**src/rtl/brent_kung_pipe.sv**
```systemverilog
// Pipelined Brent-Kung prefix adder/subtractor with valid/ready flow control and an
// architectural carry flag so ADDC/SUBC can chain multi-word arithmetic.
module brent_kung_pipe #(
  parameter int unsigned WIDTH   = 32,
  parameter int unsigned MID_REG = 1
) (
  input  logic             clk,
  input  logic             rst_n,
  input  logic             in_valid,
  output logic             in_ready,
  input  logic [WIDTH-1:0] a,
  input  logic [WIDTH-1:0] b,
  input  logic             cin,
  input  logic [1:0]       op,
  input  logic             clr_flag,
  output logic             out_valid,
  input  logic             out_ready,
  output logic [WIDTH-1:0] s,
  output logic             cout,
  output logic             ovf,
  output logic             zero,
  output logic             carry_flag
);

  localparam int Lg = $clog2(WIDTH);

  logic             flag_q;
  logic             v1_q, c1_q;
  logic [WIDTH-1:0] a1_q, b1_q;
  logic             vo_q, cout_q, ovf_q, zero_q;
  logic [WIDTH-1:0] s_q;

  logic             eff_flag, cin_eff, accept, busy;
  logic [WIDTH-1:0] b_eff;
  logic             load_o, s1_adv, v_pre;

  logic [WIDTH-1:0] gu, pu, pb;
  logic [WIDTH-1:0] gu_pre, pu_pre, pb_pre;
  logic             c_pre, am_pre;

  logic [WIDTH-1:0] gd, pd, sum;
  logic [WIDTH:0]   carry;

  always_comb begin
    eff_flag = clr_flag ? 1'b0 : flag_q;
    b_eff    = op[0] ? ~b : b;
    case (op)
      2'b00:   cin_eff = cin;
      2'b01:   cin_eff = 1'b1;
      default: cin_eff = eff_flag;
    endcase
  end

  assign load_o   = !vo_q || out_ready;
  assign busy     = v1_q || v_pre || vo_q;
  // A chained op must see the flag left behind by every older result.
  assign in_ready = rst_n && !(op[1] && busy) && (!v1_q || s1_adv);
  assign accept   = in_valid && in_ready;

  always_ff @(posedge clk or negedge rst_n) begin
    if (!rst_n) begin
      v1_q <= 1'b0;
      a1_q <= '0;
      b1_q <= '0;
      c1_q <= 1'b0;
    end else begin
      if (!v1_q || s1_adv) v1_q <= accept;
      if (accept) begin
        a1_q <= a;
        b1_q <= b_eff;
        c1_q <= cin_eff;
      end
    end
  end

  // Up-sweep: node i = k*2^(l+1)-1 absorbs the span ending at i - 2^l.
  always_comb begin
    pb = a1_q ^ b1_q;
    gu = a1_q & b1_q;
    pu = pb;
    for (int l = 0; l < Lg; l++) begin
      for (int i = (2 << l) - 1; i < int'(WIDTH); i += 2 << l) begin
        gu[i] = gu[i] | (pu[i] & gu[i - (1 << l)]);
        pu[i] = pu[i] & pu[i - (1 << l)];
      end
    end
  end

  if (MID_REG != 0) begin : g_mid
    logic             v2_q, c2_q, am2_q;
    logic [WIDTH-1:0] gu2_q, pu2_q, pb2_q;

    assign s1_adv = !v2_q || load_o;

    always_ff @(posedge clk or negedge rst_n) begin
      if (!rst_n) begin
        v2_q  <= 1'b0;
        gu2_q <= '0;
        pu2_q <= '0;
        pb2_q <= '0;
        c2_q  <= 1'b0;
        am2_q <= 1'b0;
      end else begin
        if (s1_adv) v2_q <= v1_q;
        if (s1_adv && v1_q) begin
          gu2_q <= gu;
          pu2_q <= pu;
          pb2_q <= pb;
          c2_q  <= c1_q;
          am2_q <= a1_q[WIDTH-1];
        end
      end
    end

    assign v_pre  = v2_q;
    assign gu_pre = gu2_q;
    assign pu_pre = pu2_q;
    assign pb_pre = pb2_q;
    assign c_pre  = c2_q;
    assign am_pre = am2_q;
  end else begin : g_flat
    assign s1_adv = load_o;
    assign v_pre  = v1_q;
    assign gu_pre = gu;
    assign pu_pre = pu;
    assign pb_pre = pb;
    assign c_pre  = c1_q;
    assign am_pre = a1_q[WIDTH-1];
  end

  // Down-sweep fills the remaining prefixes; cin joins as the carry into bit 0.
  always_comb begin
    gd    = gu_pre;
    pd    = pu_pre;
    carry = '0;
    for (int l = Lg - 2; l >= 0; l--) begin
      for (int i = 3 * (1 << l) - 1; i < int'(WIDTH); i += 2 << l) begin
        gd[i] = gd[i] | (pd[i] & gd[i - (1 << l)]);
        pd[i] = pd[i] & pd[i - (1 << l)];
      end
    end
    carry[0] = c_pre;
    for (int i = 0; i < int'(WIDTH); i++) begin
      carry[i + 1] = gd[i] | (pd[i] & c_pre);
    end
    sum = pb_pre ^ carry[WIDTH-1:0];
  end

  always_ff @(posedge clk or negedge rst_n) begin
    if (!rst_n) begin
      vo_q   <= 1'b0;
      s_q    <= '0;
      cout_q <= 1'b0;
      ovf_q  <= 1'b0;
      zero_q <= 1'b0;
    end else begin
      if (load_o) vo_q <= v_pre;
      if (load_o && v_pre) begin
        s_q    <= sum;
        cout_q <= carry[WIDTH];
        ovf_q  <= !pb_pre[WIDTH-1] && (sum[WIDTH-1] != am_pre);
        zero_q <= (sum == '0);
      end
    end
  end

  always_ff @(posedge clk or negedge rst_n) begin
    if (!rst_n) begin
      flag_q <= 1'b0;
    end else if (clr_flag) begin
      flag_q <= 1'b0;
    end else if (vo_q && out_ready) begin
      flag_q <= cout_q;
    end
  end

  assign out_valid  = vo_q;
  assign s          = s_q;
  assign cout       = cout_q;
  assign ovf        = ovf_q;
  assign zero       = zero_q;
  assign carry_flag = flag_q;

endmodule

```
**config.mk**
```make
export PLATFORM = sky130hd
export DESIGN_NAME = brent_kung_pipe
export DESIGN_NICKNAME = d
export VERILOG_FILES = /design/src/rtl/brent_kung_pipe.sv
export SDC_FILE = /design/constraint.sdc
export NUM_CORES = 1
export LEC_CHECK = 0
export ABC_AREA = 1
export ABC_CLOCK_PERIOD_IN_PS = 2100
export BUFFER_PORTS_ARGS = -buffer_cell sky130_fd_sc_hd__buf_2
export CAP_MARGIN = 20
export CORE_MARGIN = 1.5
export CORE_UTILIZATION = 45
export CTS_CLUSTER_DIAMETER = 80
export DETAILED_ROUTE_END_ITERATION = 10
export GPL_TIMING_DRIVEN = 0
export MAX_ROUTING_LAYER = met4
export PLACE_DENSITY = 0.76
export SLEW_MARGIN = 15
export SYNTH_ARGS = -nofsm -noshare
export SYNTH_HDL_FRONTEND = slang
export SYNTH_SLANG_ARGS = --single-unit
```
**constraint.sdc**
```tcl
create_clock -name clk -period 2.1 [get_ports clk]
set_clock_uncertainty 0.2 [all_clocks]
set_input_delay 0.315 -clock clk [delete_from_list [all_inputs] [get_ports clk]]
set_output_delay 0.315 -clock clk [all_outputs]
set_load 0.02 [all_outputs]
```
==> flow_metrics.py <==
metrics = {
    "grt": {
        "grt_max_degree": 104,
        "antenna_found_initial": 0,
        "track_usage_pct": 26.0,
        "grt_pass1_vias": 7797,
        "grt.overflow.total": 0,
        "grt_pass1_wl_um": 39800,
    },
    "yosys": {
        "synth_top_family_by_area": "simple AND/OR/NAND/NOR gates",
        "synth_seq_area_share_pct": 52.0,
        "synthXorXnorAreaFrac_pct": 3.92,
        "synth_cell_type_count": 31,
        "syn_area_per_cell_um2": 8.42,
        "synth_top_area_share_pct": 52.0,
        "synthTopCellsByArea": "dfrtp_1 52%, nand2_1 16%, o21ai_0 6.0%, ha_1 4.6%, inv_1 3.8%",
        "syn-num-nets": 1167,
        "synth_top_area_cell": "dfrtp_1",
        "synthMuxAreaShare_pct": 0,
        "syn_inst": 1062,
        "synth_fa_ha_area_share_pct": 4.61,
        "synth-compound-area-share_pct": 10.2,
        "synth_area_um2": 8950,
        "synth-seq-cells": 186,
        "synthSimpleGateAreaFrac_pct": 22.5,
        "yosysWarnings": 0,
    },
    "clocking": {
        "worstSkewPairLatency_ns": 0.44,
        "root_buffer": "clkbuf_16",
        "cts_buffers": 17,
        "cts.path.max_buffers": 2,
        "clkTransAtPathRegs_ns": 0.07,
        "hold_buffers": 64,
        "htreeDepth": 4,
        "cts_tree": "built",
        "cts.sinks": 186,
    },
    "die": {
        "design.die.area_um2": 20700,
        "rows": 51,
        "start_util_pct": 46.0,
        "die_w_um": 144,
        "coreArea_um2": 19500,
        "die_y_um": 144,
        "io_pins": 110,
    },
    "timing": {
        "period_share_pct": 97.1,
        "worst_slew_pin_slew_ns": 0.612,
        "max_freq_ghz": 0.490,
        "worst_slack_ns": 0.0605,
        "rsz0062_at_grt": "yes",
        "relSlewSlack_pct": 59.2,
        "period_minus_slack_ns": 2.04,
        "drv_slew": 0,
        "hold_viol": 110,
        "whs_ns": -0.543,
        "setup_violations": 0,
    },
    "detailed_routing": {
        "avgViaCountPerCell": 5.13,
        "drtIter0Drc": 596,
        "dr.pass1.iters": 5,
        "antenna_left": 0,
        "drt-total-wl_um": 24800,
        "wl_per_cell_um": 16.2,
        "vias": 7871,
        "drc": 0,
    },
    "final_layout": {
        "mostFrequentLayoutCells": "377 x nand2_1, 185 x dfrtp_1, 125 x buf_2, 107 x o21ai_0, 91 x inv_1",
        "drive_above_1_share_pct": 15.2,
        "regArea_um2": 4660,
        "finalNetCount": 1361,
        "area_delta_synth_final_pct": 25.3,
        "fillers": 1670,
        "final_common_cell": "nand2_1",
        "postLayoutCoreUtil_pct": 57.6,
        "n_antenna_cell": 0,
        "multiInputGateArea_um2": 3760,
    },
    "run_status": {
        "status": "complete, but fails checks",
        "violations": "hold timing",
    },
    "worst_setup_path": {
        "cp_common_cell": "nand2_1",
        "cp-startpoint": "a1_q[6]$_DFFE_PN0P_",
        "cp_slowest_cell": "dfrtp_1",
        "start_kind": "flip-flop",
        "path_cells": "ha_1 -> inv_1 -> nor4_4 -> nand2_1 -> nand2_2 -> nand2_1 -> nand2_1 -> nand2_1 -> a21oi_1",
        "crit_type": "reg -> reg",
        "worstPathRequired_ns": 2.27,
        "crit_fanout": 3,
        "worstPathArrival_ns": 2.20,
        "end_kind": "flip-flop",
        "slowest_delay_ns": 0.40,
        "reg2reg_from": "a1_q[6]$_DFFE_PN0P_",
    },
    "power": {
        "p_per_area_nw_per_um2": 1200,
        "ir_drop_mv": 0.728,
        "leakagePower_nw": 5.67,
    },
    "worst_hold_path": {
        "holdCritPathClass": "in -> async",
    },
    "place": {
        "gp_congestion": 0.936,
        "post-dp-hpwl_um": 17500,
        "place_ws_ns": -0.0658,
        "place.port_buffers": 108,
    },
    "run": {
        "maxCapViolations": 0,
    },
}
layout make-up:
cell class                 count  share of cell area (%)
buffer                        44                    2.23
clock buffer                  17                    3.80
clock inverter                15                    1.56
inverter                      93                    3.11
multi-input combinational    739                    33.6
sequential                   186                    41.5
tap                          265                    2.96
timing repair buffer         175                    11.2
worst max-delay path, delay by kind of cell, from the launching register on:
family | cells | cell delay, ns
adders and majority gates | 1 | 0.31
DFF | 1 | 0.40
AOI/OAI and AO/OA | 1 | 0.16
buffers and inverters | 1 | 0.09
and+or+nand+nor | 6 | 0.79
what timing repair did:
action	4_1_cts	5_1_grt
pin swaps	0	2
gates cloned	0	0
gates resized for setup	1	16
endpoints found under the setup margin	3	14
endpoints found under the hold margin	173	110
buffers inserted	0	1
synth_stat cells, drive strengths merged:
cell type / count
a211oi: 1
a21oi: 20
a31oi: 12
buf: 28
clkbuf: 16
dfrtp: 186
ha: 33
inv: 93
nand2: 382
nand3: 46
nand3b: 7
nand4: 16
nor2: 38
nor3: 1
nor4: 4
o21ai: 122
o21bai: 8
o22ai: 1
o31ai: 7
or2: 1
xnor2: 34
xor2: 6
where the power goes:
part           switching, mW  internal, mW  total (mW)
logic                   2.93          1.66        4.59
registers              0.854          4.70        5.56
clock network           1.42          1.87        3.30
total                   5.21          8.24        13.4
kinds of logic after synthesis:
logic type	after synthesis
buffers and inverters	137
DFF	186
and+or+nand+nor	495
adders and majority gates	33
xor gates and xnor gates	40
AOI/OAI and AO/OA	171
flip-flops by register name, summed over array words and instances, names as in the netlist:
name / flops
b1_q: 32
g_mid.gu2_q: 32
g_mid.v2_q: 1
cout: 1
carry_flag: 1
g_mid.pu2_q: 32
am_pre: 1
out_valid: 1
c_pre: 1
zero: 1
ovf: 1
a1_q: 32
s: 32
v1_q: 1
g_mid.pb2_q: 16
c1_q: 1
per-stage QoR:
stage          power (mW)  setup TNS [ns]  std cells  instance area [µm²]
2_1_floorplan        8.30               0       1062                 8950
3_3_place_gp         9.72         -626.51       1435                 9820
3_5_place_dp         9.91          -0.463       1437                 9880
4_1_cts              13.3               0       1533                11100
5_1_grt              14.3         -0.0149       1534                11200
6_report             13.4               0       1534                11200
final timing paths:
check	end	slack, ns	cells after the start
min reg2reg	ovf$_DFFE_PN0P_	0.28	2
min in group clk	b1_q[30]$_DFFE_PN0P_	0	3
max in group asynchronous	s[25]$_DFFE_PN0P_	1.16	3
min	a1_q[6]$_DFFE_PN0P_	-0.54	1
max	g_mid.gu2_q[31]$_DFFE_PN0P_	0.06	9
max reg2reg	g_mid.gu2_q[31]$_DFFE_PN0P_	0.06	9
layer usage:
metal,up-vias,GRT usage [%],share of wire [%]
met5,-,-,0
met1,3709,33.1,43
met3,48,6.89,8.3
li1,3806,-,-
met4,0,8.38,1.9
met2,308,40.7,47
(Power assumes the default switching activity.)
